<file path="src/rtl/ifetch.sv">
// Instruction-fetch stage with IF/ID register, a one-entry skid buffer for words that
// return while decode is stalled, and delayed-branch redirect handling.
module ifetch #(
    parameter logic [31:0] RESET_PC = 32'h0000_0000
) (
    input  logic        clk,
    input  logic        rst,
    output logic        imem_req,
    output logic [31:0] imem_addr,
    input  logic        imem_rvalid,
    input  logic [31:0] imem_rdata,
    input  logic        stall,
    input  logic [2:0]  npc_op,
    input  logic        br_cond,
    input  logic [31:0] imm,
    input  logic [31:0] jr_addr,
    output logic [31:0] inst_id,
    output logic [31:0] pc_id,
    output logic        id_valid
);

    typedef enum logic [1:0] {StIdle, StFetch, StHold} state_e;

    state_e      state_q, state_d;
    logic [31:0] pc_f_q, pc_f_d;
    logic [31:0] pc_id_q, pc_id_d;
    logic [31:0] inst_id_q, inst_id_d;
    logic        id_valid_q, id_valid_d;
    logic [31:0] skid_inst_q, skid_inst_d;
    logic [31:0] skid_pc_q, skid_pc_d;
    logic        pend_q, pend_d;
    logic [31:0] tgt_q, tgt_d;

    logic        id_free;
    logic        redir;
    logic [31:0] pc_id_plus4;
    logic [31:0] tgt_raw;
    logic [31:0] target;
    logic [31:0] next_pc;

    always_comb begin
        id_free     = !id_valid_q || !stall;
        pc_id_plus4 = pc_id_q + 32'd4;

        redir = 1'b0;
        unique case (npc_op)
            3'b010: begin
                tgt_raw = pc_id_plus4 + (imm << 2);
                redir   = br_cond;
            end
            3'b011: begin
                tgt_raw = {pc_id_plus4[31:28], inst_id_q[25:0], 2'b00};
                redir   = 1'b1;
            end
            3'b100: begin
                tgt_raw = jr_addr;
                redir   = 1'b1;
            end
            default: tgt_raw = pc_id_plus4;
        endcase
        redir  = redir && id_valid_q && !stall;
        target = {tgt_raw[31:2], 2'b00};

        // The word returning now is the delay slot when a redirect is pending or firing.
        if (redir) begin
            next_pc = target;
        end else if (pend_q) begin
            next_pc = tgt_q;
        end else begin
            next_pc = pc_f_q + 32'd4;
        end
    end

    always_comb begin
        state_d     = state_q;
        pc_f_d      = pc_f_q;
        pc_id_d     = pc_id_q;
        inst_id_d   = inst_id_q;
        id_valid_d  = id_valid_q;
        skid_inst_d = skid_inst_q;
        skid_pc_d   = skid_pc_q;
        pend_d      = pend_q;
        tgt_d       = tgt_q;

        unique case (state_q)
            StIdle: state_d = StFetch;
            StFetch: begin
                if (imem_rvalid) begin
                    pc_f_d = next_pc;
                    pend_d = 1'b0;
                    if (id_free) begin
                        inst_id_d  = imem_rdata;
                        pc_id_d    = pc_f_q;
                        id_valid_d = 1'b1;
                    end else begin
                        skid_inst_d = imem_rdata;
                        skid_pc_d   = pc_f_q;
                        state_d     = StHold;
                    end
                end else begin
                    if (redir) begin
                        pend_d = 1'b1;
                        tgt_d  = target;
                    end
                    if (id_valid_q && !stall) begin
                        id_valid_d = 1'b0;
                        inst_id_d  = 32'h0;
                    end
                end
            end
            StHold: begin
                if (!stall) begin
                    inst_id_d  = skid_inst_q;
                    pc_id_d    = skid_pc_q;
                    id_valid_d = 1'b1;
                    state_d    = StFetch;
                    if (redir) begin
                        pc_f_d = target;
                    end
                end
            end
            default: state_d = StIdle;
        endcase
    end

    always_ff @(posedge clk or posedge rst) begin
        if (rst) begin
            state_q     <= StIdle;
            pc_f_q      <= RESET_PC;
            pc_id_q     <= RESET_PC;
            inst_id_q   <= 32'h0;
            id_valid_q  <= 1'b0;
            skid_inst_q <= 32'h0;
            skid_pc_q   <= RESET_PC;
            pend_q      <= 1'b0;
            tgt_q       <= RESET_PC;
        end else begin
            state_q     <= state_d;
            pc_f_q      <= pc_f_d;
            pc_id_q     <= pc_id_d;
            inst_id_q   <= inst_id_d;
            id_valid_q  <= id_valid_d;
            skid_inst_q <= skid_inst_d;
            skid_pc_q   <= skid_pc_d;
            pend_q      <= pend_d;
            tgt_q       <= tgt_d;
        end
    end

    assign imem_req  = (state_q == StFetch);
    assign imem_addr = pc_f_q;
    assign inst_id   = inst_id_q;
    assign pc_id     = pc_id_q;
    assign id_valid  = id_valid_q;

endmodule
</file>
<file path="config.mk">
export PLATFORM = sky130hd
export DESIGN_NAME = ifetch
export DESIGN_NICKNAME = d
export VERILOG_FILES = /design/src/rtl/ifetch.sv
export SDC_FILE = /design/constraint.sdc
export NUM_CORES = 1
export LEC_CHECK = 0
export CAP_MARGIN = 15
export CORE_ASPECT_RATIO = 1.4
export CORE_MARGIN = 1.5
export CORE_UTILIZATION = 35
export CTS_CLUSTER_DIAMETER = 150
export DETAILED_ROUTE_END_ITERATION = 6
export GPL_ROUTABILITY_DRIVEN = 0
export GPL_TIMING_DRIVEN = 0
export SLEW_MARGIN = 40
export SYNTH_ARGS = -nofsm -noshare
export SYNTH_HDL_FRONTEND = slang
export SYNTH_SLANG_ARGS = --single-unit
</file>
<file path="constraint.sdc">
create_clock -name clk -period 18 [get_ports clk]
set_clock_uncertainty 0.1 [all_clocks]
set_input_delay 1.8 -clock clk [delete_from_list [all_inputs] [get_ports clk]]
set_output_delay 1.8 -clock clk [all_outputs]
set_load 0.02 [all_outputs]
</file>
==> results by group, run 1 <==
Die
  – Width of the die: 157.5 µm
  – Initial Util: 35.32%
  – Height of the die: 219.3 µm
  – # rows: 79
  – Boundary Pins: between 200 and 250
  – Std-Cell Core Area: around 33000 µm²
  – Die Outline Area: 34540 µm²

Power
  – Ratio of total power to cell area: approximately 170 nW/µm²
  – Leakage power: 0.006271 µW
  – Sequential share of power: around a third
  – Combinational cell fraction of total power: 51.5%
  – Internal power: 1382 µW
  – Pwr Total: 2542 µW
  – Switching power as a share of total power: 45.63%
  – Switching power: 1160 µW
  – Clock share of power: 15.6%
  – IR Drop Worst-Case VDD: 0.0001115 V

STA
  – Count of endpoints failing setup in the final report: 0
  – Relative slew slack: 42.80%
  – Unrepaired setup endpoints after global routing: false
  – Tightest Pin Transition: approximately 0.86 ns
  – Post-Route Setup TNS: 0 ns
  – Time the worst path needs with I/O delays and setup: 5.281 ns
  – Maximum clock frequency: ~190 MHz
  – Max-slew violation count: 0
  – Count of final hold-check violations: 0
  – Ratio of final minimum period to clock period: between 20% and 30%

Clocking
  – Clk Latency, worst-skew pair: 0.46 ns
  – Clock buffer count from CTS: 17
  – H-tree depth: 4
  – Clock-pin slew of the registers on the worst-case setup and hold paths: 0.08 ns
  – Number of buffers inserted by post-CTS setup repair: 0
  – CTS-repair resized insts: 0
  – Maximum buffer depth of the clock tree: 2
  – Root buffer cell: clkbuf_16
  – Clock tree from TritonCTS: built
  – Post-CTS Hold Fix Bufs: 0
  – CTS sink count: 188

Worst setup path
  – Buffers plus inverters on the worst setup path: 5
  – Reg2reg start: pc_id[2]$_DFFE_PP0P_
  – Required time at the endpoint of the critical path: approximately 18 ns
  – Slowest stage cell, crit path: a221oi_1
  – CP max stage delay: between 0.8 and 0.9 ns
  – Worst-path maximum fanout: 10
  – Setup slack of the most critical reg-to-reg path: 13.16 ns
  – Terminus of the critical flop-to-flop path: imem_addr[22]$_DFFE_PP0P_
  – Count of cells along the worst register-to-register path: 15
  – Worst setup path class: in2reg
  – Category of cells accounting for the largest share of critical-path delay: buffers and inverters
  – Worst path most repeated cell: clkbuf_1
  – Type of destination of the critical path: register
  – Crit path cell chain: clkdlybuf4s50_1, clkbuf_1, inv_1, nand2_1, nor2_1, clkbuf_1, clkbuf_1, a221oi_1, o21ai_0
  – Startpoint type of the worst setup path: primary input
  – Data arrival time of the critical path: 5.48 ns

Route
  – Post-DR wirelength/cell: 22.21 µm
  – Wire length reported by the detailed router: 44490 µm
  – Drt first-iter violations: 849
  – Count of vias placed by the detailed router: 11270
  – Residual antenna-violating net count after detailed routing: 0
  – DRC violation count after routing: 0
  – Routed vias/inst: between 5 and 6
  – Drt pass-1 iters: 5

Yosys
  – Predominant post-synthesis flop cell: dfrtp_1
  – Synth Area in Adders: roughly 4%
  – Yosys warnings: 0
  – Post-synthesis share of cell area spent on and, or, nand and nor gates: 17.32%
  – Count of unique library cells instantiated by Yosys: 75
  – Synth Area per Inst: slightly below 9 µm²
  – Post-synth design cell area: approximately 12000 µm²
  – Fraction of synthesized cell area in xor and xnor cells: 5.466%
  – Synth async-reset ratio: 100.0%
  – Flip-flop and latch count after synthesis: 188
  – Share of synthesized area occupied by flip-flops and latches: 40.22%
  – Number of instances in the synthesized netlist: 1330
  – Area fraction in compound gates after synthesis: 19.42%
  – Count of flip-flops with a built-in enable after synthesis: 0
  – Share of synthesized area spent on multiplexers: 9.810%
  – Main combinational cell family by area after synthesis: compound AO/OA/AOI/OAI gates

Layout
  – Area added between synthesis and finish: 27.07%
  – Layout cell share with drive strength beyond 1: 8.216%
  – Most frequent cells in the layout: nand2_1 (206), clkdlybuf4s50_1 (191), dfrtp_1 (188)
  – Most frequent standard cell in the layout excluding fill and tap cells: nand2_1
  – Ant. Diodes: 0
  – Number of nets in the layout: 1685

Hold path
  – Hold Crit Class: reg2reg
  – Hold Path Stages: 2
  – Worst min-delay path startpoint: tgt_q[12]$_DFFE_PP0P_
  – Hold path endpoint: tgt_q[12]$_DFFE_PP0P_

Global routing
  – First-pass GRT wire length: 66470 µm
  – GR Overflow Total: 0
  – Global routing usage summed across all routing layers: 26.36%
  – Largest net degree at the start of global routing: between 70 and 80
  – Vias in the first global route: 10940
  – Antenna violations before repair: 1

Job
  – Max-cap viol count: 0

Run status
  – Outcome: finished, final reports clean

Placement
  – Number of port buffers: 191
  – Placed wire-length estimate: approximately 35000 µm
area by class of cell:
cell class,count,area [µm²]
plain buffers,84,340.3
clock inverters,15,178.9
clock buffers,17,425.4
well taps,445,556.8
fillers,3257,18250
flip-flops and latches,188,4705
repair buffers,193,1967
multi-input cells,1032,6573
inverters,29,116.4
power groups by stage:
stage          logic [µW]  registers (µW)  clock network [µW]
4_1_cts              1300             834                 400
5_1_grt              1420             861                 417
6_report             1310             837                 395
2_1_floorplan         723             865                   0
3_3_place_gp         1280             835                   0
3_5_place_dp         1290             841                   0
metrics by stage:
step                hold WS [ns]  util [%]  setup WS (ns)  std cells  cell area (µm²)
floorplan                 0.3406         -          10.99       1333            11710
global placement          0.3578     42.81          8.257       1969            14180
detailed placement        0.3692     43.04          12.43       1971            14250
CTS                       0.3880     44.87          12.89       2003            14860
global route              0.4115     44.88          12.78       2003            14860
finish                    0.3847     44.88          12.72       2003            14860
worst register-to-register path, stage by stage (launching register included):
cell	delay [ns]
dfrtp_1	0.52
ha_1	0.31
nand3_1	0.32
nor2_1	0.34
nand4_1	0.15
xnor2_1	0.38
ha_1	0.39
o211ai_1	0.13
nor2_1	0.06
a221o_1	0.34
a22o_1	0.28
a41oi_2	0.39
xor2_1	0.12
o22ai_1	0.25
o21ai_0	0.38
o21ai_0	0.30
registers in the layout (all words and copies together), names as in the netlist:
register / count
id_valid: 1
imem_addr: 30
inst_id: 32
pc_id: 30
pend_q: 1
skid_inst_q: 32
skid_pc_q: 30
state_q: 2
tgt_q: 30
layer usage:
layer / vias up / share of wire (%) / routed length [µm] / global-route usage [%]
li1: 5178 / - / - / -
met1: 5490 / 38 / 16930 / 30.48
met2: 481 / 49 / 21720 / 44.77
met3: 118 / 6.5 / 2882 / 4.976
met4: 2 / 6.6 / 2947 / 16.16
met5: - / 0.022 / 10 / 0
synthesized netlist by cell type, drive strengths merged, types with 3 or more instances:
| master | number | area [µm²] |
|---|---|---|
| a21boi | 6 | 45.04 |
| mux2 | 69 | 777.0 |
| mux2i | 37 | 370.4 |
| xor2 | 27 | 236.5 |
| nand4 | 13 | 93.84 |
| nor4 | 4 | 31.28 |
| inv | 27 | 101.4 |
| dfrtp | 188 | 4705 |
| o211ai | 12 | 90.09 |
| a31oi | 8 | 50.05 |
| and2 | 4 | 25.02 |
| and3 | 40 | 250.2 |
| or2 | 4 | 25.02 |
| buf | 9 | 56.30 |
| a22oi | 7 | 52.55 |
| and4 | 10 | 90.09 |
| o21bai | 5 | 37.54 |
| a211oi | 10 | 75.07 |
| o22ai | 14 | 93.84 |
| nor2 | 82 | 307.8 |
| ha | 35 | 437.9 |
| nand3 | 33 | 170.2 |
| nor2b | 10 | 62.56 |
| a21oi | 128 | 640.6 |
| a22o | 6 | 52.55 |
| o31ai | 5 | 37.54 |
| xnor2 | 46 | 402.9 |
| nand2 | 206 | 773.2 |
| nor3 | 12 | 71.32 |
| nand2b | 8 | 50.05 |
| o21a | 5 | 37.54 |
| a221o | 3 | 30.03 |
| a21o | 8 | 60.06 |
| a221oi | 9 | 85.08 |
| clkbuf | 75 | 281.5 |
| o21ai | 128 | 640.6 |
kinds of logic (layout without fill, tap and decap cells):
kind of cell / Yosys count / count (layout)
buffers and inverters: 113 / 338
other: 1 / 4
multiplexers: 106 / 106
XOR/XNOR: 73 / 73
AND/OR/NAND/NOR: 433 / 433
adder cells (fa/ha/maj): 36 / 36
flip-flops: 188 / 188
AO/OA/AOI/OAI: 380 / 380
how the worst max path moves through the flow:
stage	from	end	cells after the start
after CTS	npc_op[2]	tgt_q[14]$_DFFE_PP0P_	9
after global routing	npc_op[2]	tgt_q[14]$_DFFE_PP0P_	9
after floorplan	rst	id_valid$_DFFE_PP0P_	1
after global placement	rst	inst_id[13]$_DFFE_PP0P_	2
after detailed placement	npc_op[2]	tgt_q[14]$_DFFE_PP0P_	9
final	npc_op[2]	tgt_q[14]$_DFFE_PP0P_	9
(Power assumes the default switching activity.)
==> inputs of run 2 (changes only) <==
- clock period: 18 -> 4.9 ns (I/O delays scaled with it)
==> run 2 against run 1 <==
  * Wire length increased by 0.68%
  * Count of clock-buffer cells in the layout is the same
  * Highest routed layer is now met4
  * Register-to-register slack got worse by 13 ns
  * First-iteration DRC count shrank 4.2%
  * Die area unchanged
  * Final area is 0.75% higher
  * Global-route usage is 0.23 points higher
  * Largest power group unchanged
==> results by group, run 2 (synthesized netlist as in run 1, its figures left out) <==
Die
  – # rows: 79 (unchanged)
  – Die Outline Area: 34540 µm² (unchanged)
  – Height of the die: 219.3 µm (unchanged)
  – Boundary Pins: 202 (unchanged)
  – Initial Util: 35.32% (unchanged)
  – Width of the die: 157.5 µm (unchanged)
  – Std-Cell Core Area: 33110 µm² (unchanged)

STA
  – Time the worst path needs with I/O delays and setup: between 4 and 5 ns
  – Post-Route Setup TNS: 0 ns (unchanged)
  – Ratio of final minimum period to clock period: 94.47%
  – Max-slew violation count: 0 (unchanged)
  – Relative slew slack: 41.31% (-1.5 points)
  – Maximum clock frequency: 216.0 MHz
  – Count of final hold-check violations: 0 (unchanged)
  – Unrepaired setup endpoints after global routing: false
  – Tightest Pin Transition: 0.8762 ns (+0.01819 ns)
  – Count of endpoints failing setup in the final report: 0 (unchanged)

Clocking
  – Maximum buffer depth of the clock tree: 2 (unchanged)
  – Number of buffers inserted by post-CTS setup repair: 0 (unchanged)
  – Root buffer cell: clkbuf_16
  – Clock-pin slew of the registers on the worst-case setup and hold paths: 0.08 ns (about the same)
  – Clock buffer count from CTS: 17 (unchanged)
  – CTS sink count: 188 (unchanged)
  – CTS-repair resized insts: 0 (unchanged)
  – Clock tree from TritonCTS: built
  – Post-CTS Hold Fix Bufs: 0 (unchanged)
  – H-tree depth: 4 (unchanged)
  – Clk Latency, worst-skew pair: 0.45 ns (about the same)

Worst setup path
  – Data arrival time of the critical path: 4.89 ns (-0.59 ns)
  – Worst setup path class: reg2reg
  – Type of destination of the critical path: register
  – Worst-path maximum fanout: 8 (-2)
  – Required time at the endpoint of the critical path: 5.16 ns (-13.03 ns)
  – Startpoint type of the worst setup path: register

Power
  – Leakage power: 0.006312 µW (+0.65%)
  – Ratio of total power to cell area: 620.9 nW/µm² (+260%)
  – IR Drop Worst-Case VDD: 0.0002753 V (+150%)

Layout
  – Post-route core utilization: 45.22% (+0.34 points)
  – Number of nets in the layout: 1693 (+0.47%)
  – Final non-filler cell total: 2011 (+0.40%)
  – Area added between synthesis and finish: 28.02%
  – Filler cell count: 3265 (+0.25%)
  – Most frequent standard cell in the layout excluding fill and tap cells: nand2_1
  – Ant. Diodes: 0 (unchanged)
  – Layout cell share with drive strength beyond 1: 8.876% (+0.66 points)
  – Most frequent cells in the layout: nand2_1 (206), clkdlybuf4s50_1 (191), dfrtp_1 (188)

Placement
  – Placed wire-length estimate: 35300 µm (+1.6%)
  – Number of cells after detailed placement: 1977 (+0.30%)
  – Number of port buffers: 191 (unchanged)

Global routing
  – GR Overflow Total: 0 (unchanged)
  – Vias in the first global route: 11230 (+2.6%)
  – First-pass GRT wire length: 67790 µm (+2.0%)
  – Global routing usage summed across all routing layers: 26.59% (+0.23 points)
  – Antenna violations before repair: 1 (unchanged)
  – Largest net degree at the start of global routing: 26 (-64%)

Route
  – Drt pass-1 iters: 5 (unchanged)
  – DRC violation count after routing: 0 (unchanged)
  – Post-DR wirelength/cell: 22.27 µm (+0.28%)
  – Count of vias placed by the detailed router: 11290 (+0.18%)
  – Routed vias/inst: 5.614 (-0.22%)
  – Drt first-iter violations: 813 (-4.2%)
  – Residual antenna-violating net count after detailed routing: 0 (unchanged)
  – Wire length reported by the detailed router: 44790 µm (+0.68%)

Job
  – Max-cap viol count: 0 (unchanged)

Hold path
  – Hold Crit Class: in2async

Run status
  – Outcome: finished, final reports clean
-- run 2: cell types whose count changed in the layout (fill, tap and decap cells not counted), sizes merged --
cell and change:
clkinv +1, bufinv -2, buf +8, clkinvlp +1
-- run 2: where the power goes --
| group | internal (µW) | total (µW) | switching, µW |
|---|---|---|---|
| Clock | 677 | 1370 | 696 |
| Sequential | 2250 | 3080 | 830 |
| Combinational | 2070 | 4840 | 2770 |
-- run 2: critical path, stage by stage, from the launching register on --
cell     delay, ns
dfrtp_1       0.51
ha_1          0.31
nand3_2       0.24
nor2_2        0.27
nand2_1       0.10
xnor2_1       0.35
ha_1          0.38
nor3_1        0.20
nor2_1        0.08
a221o_1       0.35
a22o_1        0.28
a41oi_2       0.39
xor2_1        0.12
o22ai_1       0.25
o21ai_0       0.33
o21ai_0       0.26
-- run 2: metal layers --
metal	track usage [%]	wire length, µm	vias up
met5	0	0	-
met3	5.786	2969	135
met4	17.48	3312	0
met2	44.55	21400	448
li1	-	-	5188
met1	30.31	17100	5518
-- run 2: cell type report --
cell class	instances	area, µm²	area share (%)
Timing Repair Buffer	201	2092	13.97
Buffer	84	339.1	2.265
Tap cell	445	556.8	3.719
Clock buffer	17	425.4	2.841
Sequential cell	188	4705	31.42
Clock inverter	15	150.1	1.003
Inverter	29	112.6	0.7521
Multi-Input combinational cell	1032	6593	44.03
-- run 2: worst paths after layout --
check                                                  to                 start  slack [ns]  cells past startpoint
worst max-delay path            imem_addr[22]$_DFFE_PP0P_  pc_id[2]$_DFFE_PP0P_        0.27                     15
min in group clk                     tgt_q[3]$_DFFE_PP0P_  tgt_q[3]$_DFFE_PP0P_        0.38                      2
worst max register to register  imem_addr[22]$_DFFE_PP0P_  pc_id[2]$_DFFE_PP0P_        0.27                     15
worst min-delay path             imem_addr[8]$_DFFE_PP0P_                   rst        0.25                      2
max in group asynchronous         inst_id[11]$_DFFE_PP0P_                   rst        3.42                      6
worst min register to register       tgt_q[3]$_DFFE_PP0P_  tgt_q[3]$_DFFE_PP0P_        0.38                      2
-- run 2: metrics by stage --
stage / instance area, µm² / hold slack (ns) / setup WS, ns / power (µW)
floorplan: 11710 / 0.3406 / 1.130 / 5837
global placement: 14180 / 0.3572 / 0.2715 / 7754
detailed placement: 14360 / 0.3710 / 0.2673 / 7861
CTS: 14940 / 0.2408 / 0.2114 / 9252
global route: 14970 / 0.2584 / 0.1326 / 9912
finish: 14970 / 0.2469 / 0.2711 / 9297
